==> src/rtl/ddr4_seq_pkg.sv <==
// rtl/ddr4_seq_pkg.sv - shared state encoding and LED bit map for the DDR4 reset sequencer
package ddr4_seq_pkg;

    typedef enum logic [2:0] {
        ST_REQ   = 3'd0,
        ST_WAITD = 3'd1,
        ST_WAITC = 3'd2,
        ST_HOLD  = 3'd3,
        ST_RUN   = 3'd4,
        ST_FAIL  = 3'd5
    } seq_state_e;

    localparam int LED_CAL_OK    = 0;
    localparam int LED_FAIL_SEEN = 1;
    localparam int LED_SOC_UP    = 2;
    localparam int LED_AUX       = 3;

    function automatic int max3(input int a, input int b, input int c);
        int m;
        m = (a > b) ? a : b;
        return (m > c) ? m : c;
    endfunction

endpackage

==> src/rtl/reset_debouncer.sv <==
// rtl/reset_debouncer.sv - button synchroniser and debouncer, one-cycle pulse per press
module reset_debouncer #(
    parameter int DEBOUNCE_CYCLES = 1_000_000
) (
    input  logic clk,
    input  logic reset_n,
    input  logic btn_n,
    output logic press
);

    localparam int DB_W = $clog2(DEBOUNCE_CYCLES + 1);

    logic            btn_s1;
    logic            btn_s2;
    logic [DB_W-1:0] low_cnt;

    // The counter parks at DEBOUNCE_CYCLES while held, so a long press fires once
    // and only a synced release re-arms it.
    always_ff @(posedge clk) begin
        if (!reset_n) begin
            btn_s1  <= 1'b1;
            btn_s2  <= 1'b1;
            low_cnt <= '0;
            press   <= 1'b0;
        end else begin
            btn_s1 <= btn_n;
            btn_s2 <= btn_s1;
            press  <= 1'b0;
            if (btn_s2) begin
                low_cnt <= '0;
            end else if (low_cnt != DB_W'(DEBOUNCE_CYCLES)) begin
                low_cnt <= low_cnt + DB_W'(1);
                if (low_cnt == DB_W'(DEBOUNCE_CYCLES - 1))
                    press <= 1'b1;
            end
        end
    end

endmodule

==> src/rtl/ddr4_reset_sequencer.sv <==
// rtl/ddr4_reset_sequencer.sv - EMIF calibration/retry sequencer gating SoC reset; option DDR4_SEQ_HEARTBEAT_EN
module ddr4_reset_sequencer
    import ddr4_seq_pkg::*;
#(
    parameter int CLK_HZ             = 50_000_000,
    parameter int DEBOUNCE_CYCLES    = 1_000_000,
    parameter int RESET_REQ_CYCLES   = 16,
    parameter int CAL_TIMEOUT_CYCLES = 50_000_000,
    parameter int MAX_RETRIES        = 3,
    parameter int SOC_HOLD_CYCLES    = 256
) (
    input  logic       clk,
    input  logic       reset_n,
    input  logic       btn_reset_n,
    input  logic       local_reset_done,
    input  logic       cal_success,
    input  logic       cal_fail,
    output logic       local_reset_req,
    output logic       soc_reset,
    output logic [3:0] led,
    output logic [2:0] seq_state,
    output logic [1:0] retry_cnt
);

    localparam int         CNT_MAX    = max3(RESET_REQ_CYCLES, CAL_TIMEOUT_CYCLES, SOC_HOLD_CYCLES);
    localparam int         CNT_W      = $clog2(CNT_MAX + 1);
    localparam logic [1:0] RETRY_LAST = 2'(MAX_RETRIES - 1);

    if (MAX_RETRIES < 1 || MAX_RETRIES > 3 || CLK_HZ < 2) begin : g_bad_params
        $error("ddr4_reset_sequencer: unsupported parameter set");
    end

    seq_state_e       state;
    logic [CNT_W-1:0] cnt;
    logic             done_s1, done_s;
    logic             succ_s1, succ_s;
    logic             fail_s1, fail_s;
    logic             fail_prev;
    logic             fail_seen;
    logic             press;
    logic             aux_led;

    reset_debouncer #(
        .DEBOUNCE_CYCLES(DEBOUNCE_CYCLES)
    ) u_debouncer (
        .clk    (clk),
        .reset_n(reset_n),
        .btn_n  (btn_reset_n),
        .press  (press)
    );

    always_ff @(posedge clk) begin
        if (!reset_n) begin
            done_s1         <= 1'b0;
            done_s          <= 1'b0;
            succ_s1         <= 1'b0;
            succ_s          <= 1'b0;
            fail_s1         <= 1'b0;
            fail_s          <= 1'b0;
            fail_prev       <= 1'b0;
            state           <= ST_REQ;
            cnt             <= '0;
            local_reset_req <= 1'b0;
            soc_reset       <= 1'b1;
            retry_cnt       <= 2'd0;
            fail_seen       <= 1'b0;
        end else begin
            done_s1   <= local_reset_done;
            done_s    <= done_s1;
            succ_s1   <= cal_success;
            succ_s    <= succ_s1;
            fail_s1   <= cal_fail;
            fail_s    <= fail_s1;
            fail_prev <= fail_s;

            if (press) begin
                state           <= ST_REQ;
                cnt             <= '0;
                local_reset_req <= 1'b0;
                soc_reset       <= 1'b1;
                retry_cnt       <= 2'd0;
                fail_seen       <= 1'b0;
            end else begin
                case (state)
                    ST_REQ: begin
                        if (cnt == CNT_W'(RESET_REQ_CYCLES)) begin
                            local_reset_req <= 1'b0;
                            cnt             <= '0;
                            state           <= ST_WAITD;
                        end else begin
                            local_reset_req <= 1'b1;
                            cnt             <= cnt + CNT_W'(1);
                        end
                    end
                    ST_WAITD: begin
                        if (done_s) begin
                            cnt   <= '0;
                            state <= ST_WAITC;
                        end
                    end
                    ST_WAITC: begin
                        // Fail beats success; success on the terminal cycle still counts.
                        if (fail_s || (cnt == CNT_W'(CAL_TIMEOUT_CYCLES - 1) && !succ_s)) begin
                            fail_seen <= 1'b1;
                            retry_cnt <= retry_cnt + 2'd1;
                            cnt       <= '0;
                            state     <= (retry_cnt < RETRY_LAST) ? ST_REQ : ST_FAIL;
                        end else if (succ_s) begin
                            cnt   <= '0;
                            state <= ST_HOLD;
                        end else begin
                            cnt <= cnt + CNT_W'(1);
                        end
                    end
                    ST_HOLD: begin
                        if (!succ_s) begin
                            fail_seen <= 1'b1;
                            cnt       <= '0;
                            state     <= ST_REQ;
                        end else if (cnt == CNT_W'(SOC_HOLD_CYCLES - 1)) begin
                            soc_reset <= 1'b0;
                            cnt       <= '0;
                            state     <= ST_RUN;
                        end else begin
                            cnt <= cnt + CNT_W'(1);
                        end
                    end
                    ST_RUN: begin
                        if (!succ_s || (fail_s && !fail_prev)) begin
                            soc_reset <= 1'b1;
                            fail_seen <= 1'b1;
                            cnt       <= '0;
                            state     <= ST_REQ;
                        end
                    end
                    ST_FAIL: begin
                        local_reset_req <= 1'b0;
                        soc_reset       <= 1'b1;
                    end
                    default: begin
                        state <= ST_REQ;
                        cnt   <= '0;
                    end
                endcase
            end
        end
    end

`ifdef DDR4_SEQ_HEARTBEAT_EN
    localparam int HB_HALF = CLK_HZ / 2;
    localparam int HB_W    = $clog2(HB_HALF + 1);

    logic [HB_W-1:0] hb_cnt;
    logic            hb;

    always_ff @(posedge clk) begin
        if (!reset_n || state != ST_RUN) begin
            hb_cnt <= '0;
            hb     <= 1'b0;
        end else if (hb_cnt == HB_W'(HB_HALF - 1)) begin
            hb_cnt <= '0;
            hb     <= ~hb;
        end else begin
            hb_cnt <= hb_cnt + HB_W'(1);
        end
    end

    assign aux_led = hb;
`else
    assign aux_led = (state == ST_FAIL);
`endif

    assign led[LED_CAL_OK]    = succ_s;
    assign led[LED_FAIL_SEEN] = fail_seen;
    assign led[LED_SOC_UP]    = ~soc_reset;
    assign led[LED_AUX]       = aux_led;
    assign seq_state          = state;

endmodule

==> config.mk <==
export PLATFORM = sky130hd
export DESIGN_NAME = ddr4_reset_sequencer
export DESIGN_NICKNAME = d
export VERILOG_FILES = /design/src/rtl/ddr4_seq_pkg.sv /design/src/rtl/reset_debouncer.sv /design/src/rtl/ddr4_reset_sequencer.sv
export SDC_FILE = /design/constraint.sdc
export NUM_CORES = 1
export LEC_CHECK = 0
export CAP_MARGIN = 20
export CORE_ASPECT_RATIO = 0.9
export CORE_MARGIN = 4
export CORE_UTILIZATION = 35
export CTS_CLUSTER_DIAMETER = 120
export DETAILED_ROUTE_END_ITERATION = 6
export HOLD_SLACK_MARGIN = 0.03
export PLACE_DENSITY_LB_ADDON = 0.12
export REMOVE_ABC_BUFFERS = 1
export SLEW_MARGIN = 5
export SYNTH_ARGS = -nofsm -noshare
export SYNTH_HDL_FRONTEND = slang
export SYNTH_SLANG_ARGS = --single-unit
==> constraint.sdc <==
create_clock -name clk -period 2.16 [get_ports clk]
set_clock_uncertainty 0.15 [all_clocks]
set_input_delay 0.324 -clock clk [delete_from_list [all_inputs] [get_ports clk]]
set_output_delay 0.324 -clock clk [all_outputs]
set_load 0.01 [all_outputs]
==> flow_summary.ini <==
[run_status]
status = finished, final reports clean

[global_routing]
grt.total_usage_pct = 14.3
overflow = 0
antenna_found_initial = 0
grt_max_degree = 19
grt_pass1_wl_um = 12400
grt_pass1_vias = 2579

[worst_setup_path]
cp_cell_sequence = nor4_4, and2_4, a31o_4, o211a_1, or3_1, a31oi_1
crit_type = flip-flop to flip-flop
arrival_ns = 2.17
rr_worst_depth = 6
r2r_start = cnt[7]$_SDFFE_PP0P_
rrSetupSlack_ns = 0.10
slowest_stage = dfxtp_1
max_stage_delay_ns = 0.50
critPathTopFamily = compound AO/OA/AOI/OAI gates
cp-start-kind = flip-flop
worst_r2r_endpoint = cnt[3]$_SDFFE_PP0P_
endpoint_kind = flip-flop
worstPathMaxFanout = 7
crit_required_ns = 2.27
cp_num_buf_inv = 0

[clock_network]
clock_sinks = 64
cts_tree = done
cts_htree_levels = 3
numCtsBuffers = 9
clk_path_buf_depth = 2
postCtsSetupRepairBufs = 0
clk_pin_slew_ns = 0.07
clk_latency_ns = 0.34
root_buffer = clkbuf_8

[timing]
hold_viol = 0
min_period_ns = 2.06
setup_viol_count_final = 0
fmax_mhz = 486
fin_crit_sh_pct = 95.3
setup_tns_ns = 0
drv_slew = 0
worst_slew_pin_slew_ns = 0.630
final.setup.worst_slack_ns = 0.102
relSlewSlack_pct = 57.8
rsz0062_at_grt = no

[pwr]
vdd_ir_drop_max_mv = 0.234
pwr_density_cell_mw_per_mm2 = 682
p_leak_uw = 0.00133

[placement]
portBuffers = 16
routabilityCongestion = 0.813
pre_cts_slack_ns = 0.0194
hpwlAfterDp_um = 5090

[logic_synthesis]
synth_cell_types = 54
async_reset_ff_share_pct = 0
seq_area_frac_synth_pct = 40.0
synth_area_mm2 = 0.00320
ys_ff_latch = 64
syn_area_per_cell_um2 = 8.68
synth_edf_count = 0
syn_inst = 369
synth_ff_type = dfxtp_1
yosysWarnings = 0

[floorplan]
die_area_mm2 = 0.0108
top_level_ports = 17
initial_core_util_pct = 36.7
dieHeight_um = 98.8
core_area_mm2 = 0.00873
die_w_um = 109
rows = 32

[min_path]
hp-class = flip-flop to flip-flop
holdPathEnd = u_debouncer.btn_s2$_SDFF_PN1_
hold_depth = 1
hold_start = u_debouncer.btn_s1$_SDFF_PN1_

[layout]
fillers = 920
area_delta_synth_final_pct = 21.0
fin_nets = 419
final_layout_size_suffix_gt1_share_pct = 16.0
antenna_cells = 0
multi_input_area_mm2 = 0.00181
seq_area_mm2 = 0.00128

[route]
dr.pass1.iters = 5
ant_nets = 0
drc = 0
routed-via-count = 2608
routedWlPerCell_um = 13.2
wirelength_um = 7030
vias_per_cell = 4.90
drtIter0Drc = 98

[run]
maxCapViolations = 0
[area by class of cell]
cell class                      count  area share (%)
Multi-Input combinational cell    278            46.6
Sequential cell                    64            33.1
Timing Repair Buffer               42            9.87
Tap cell                          119            3.84
Clock buffer                       11            3.39
Clock inverter                      4            1.81
Inverter                           14            1.35
[state kept, by name, summed over array words and instances (netlist names), 2 cells and up]
register	flops
u_debouncer.low_cnt	20
retry_cnt	2
seq_state	3
cnt	26
[report_power, final]
group	total [µW]	internal, µW	switching (µW)
clock	1100	641	462
sequential	1240	1210	29.1
combinational	301	141	160
total	2640	1990	651
[Yosys cell counts, types with 4 or more instances]
master	n	share of area [%]
nor3_1	10	1.6
and4_1	4	1.1
clkbuf_1	6	0.70
ha_1	4	1.6
a21oi_1	11	1.7
nand3b_1	6	1.4
o21ai_0	9	1.4
xnor2_1	19	5.2
a31oi_1	5	0.98
nor2b_1	5	0.98
xor2_1	16	4.4
nor4_1	4	0.78
or3_1	7	1.4
nand4_1	9	1.8
inv_1	14	1.6
and3_1	6	1.2
dfxtp_1	64	40
nand3_1	25	3.9
nor2_1	56	6.6
and2_1	9	1.8
nand2b_1	5	0.98
nand2_1	24	2.8
[cell usage in the layout, fill, tap and decap left out, drive strengths merged, types with 5 or more instances in the layout]
master,synthesis,routed
a21oi,13,13
nand2,25,25
xnor2,19,19
clkbuf,6,11
nor4,10,10
nor2,56,56
nor2b,5,5
dfxtp,64,64
and2,10,10
buf,6,26
nand3,26,26
inv,14,14
nand3b,6,6
nand2b,5,5
a31oi,5,5
clkdlybuf4s50,0,15
o21ai,10,10
nor3,10,10
xor2,16,16
and3,6,6
nand4,9,9
or3,7,7
[per-stage QoR]
| stage | hold WS [ns] | instances | instance area, µm² | total power (µW) | util [%] |
|---|---|---|---|---|---|
| floorplan | 0.236 | 356 | 3110 | 1420 | - |
| global placement | 0.240 | 517 | 3640 | 1560 | 41.7 |
| detailed placement | 0.247 | 517 | 3640 | 1560 | 41.7 |
| CTS | 0.266 | 532 | 3840 | 2680 | 44.0 |
| global route | 0.296 | 532 | 3880 | 2770 | 44.4 |
| finish | 0.261 | 532 | 3880 | 2640 | 44.4 |
[worst max path at each step]
stage                                         start                                   end  cells after the start
2_1_floorplan                   cnt[1]$_SDFFE_PP0P_                  cnt[10]$_SDFFE_PP0P_                      7
3_3_place_gp   u_debouncer.low_cnt[13]$_SDFFE_PP0N_  u_debouncer.low_cnt[17]$_SDFFE_PP0N_                      5
3_5_place_dp                    cnt[1]$_SDFFE_PP0P_                  cnt[22]$_SDFFE_PP0P_                      7
4_1_cts                         cnt[1]$_SDFFE_PP0P_                  cnt[22]$_SDFFE_PP0P_                      7
5_1_grt         u_debouncer.low_cnt[8]$_SDFFE_PP0N_  u_debouncer.low_cnt[17]$_SDFFE_PP0N_                      5
6_report                        cnt[7]$_SDFFE_PP0P_                   cnt[3]$_SDFFE_PP0P_                      6
[routing by layer]
metal / up-vias / part of all wire (%) / global-route usage (%)
li1: 1356 / - / -
met1: 1209 / 54 / 21.0
met2: 35 / 41 / 20.5
met3: 8 / 3.8 / 3.14
met4: 0 / 0.90 / 4.66
met5: - / 0 / 0
[cells by family (layout without fill, tap and decap cells)]
group | after synthesis | in the layout | share of synthesized area [%]
AND/OR/NAND/NOR | 193 | 193 | 33.7
multiplexers | 1 | 1 | 0.351
flip-flops | 64 | 64 | 40.0
buffers and inverters | 27 | 71 | 4.49
adder cells (fa/ha/maj) | 4 | 4 | 1.56
XOR/XNOR | 35 | 35 | 9.57
AO/OA/AOI/OAI | 45 | 45 | 10.4
[timing repair]
action,4_1_cts,5_1_grt
hold buffers,0,0
endpoints found under the setup margin,0,29
gates resized for setup,0,9
Power figures use the tool's default switching activity.
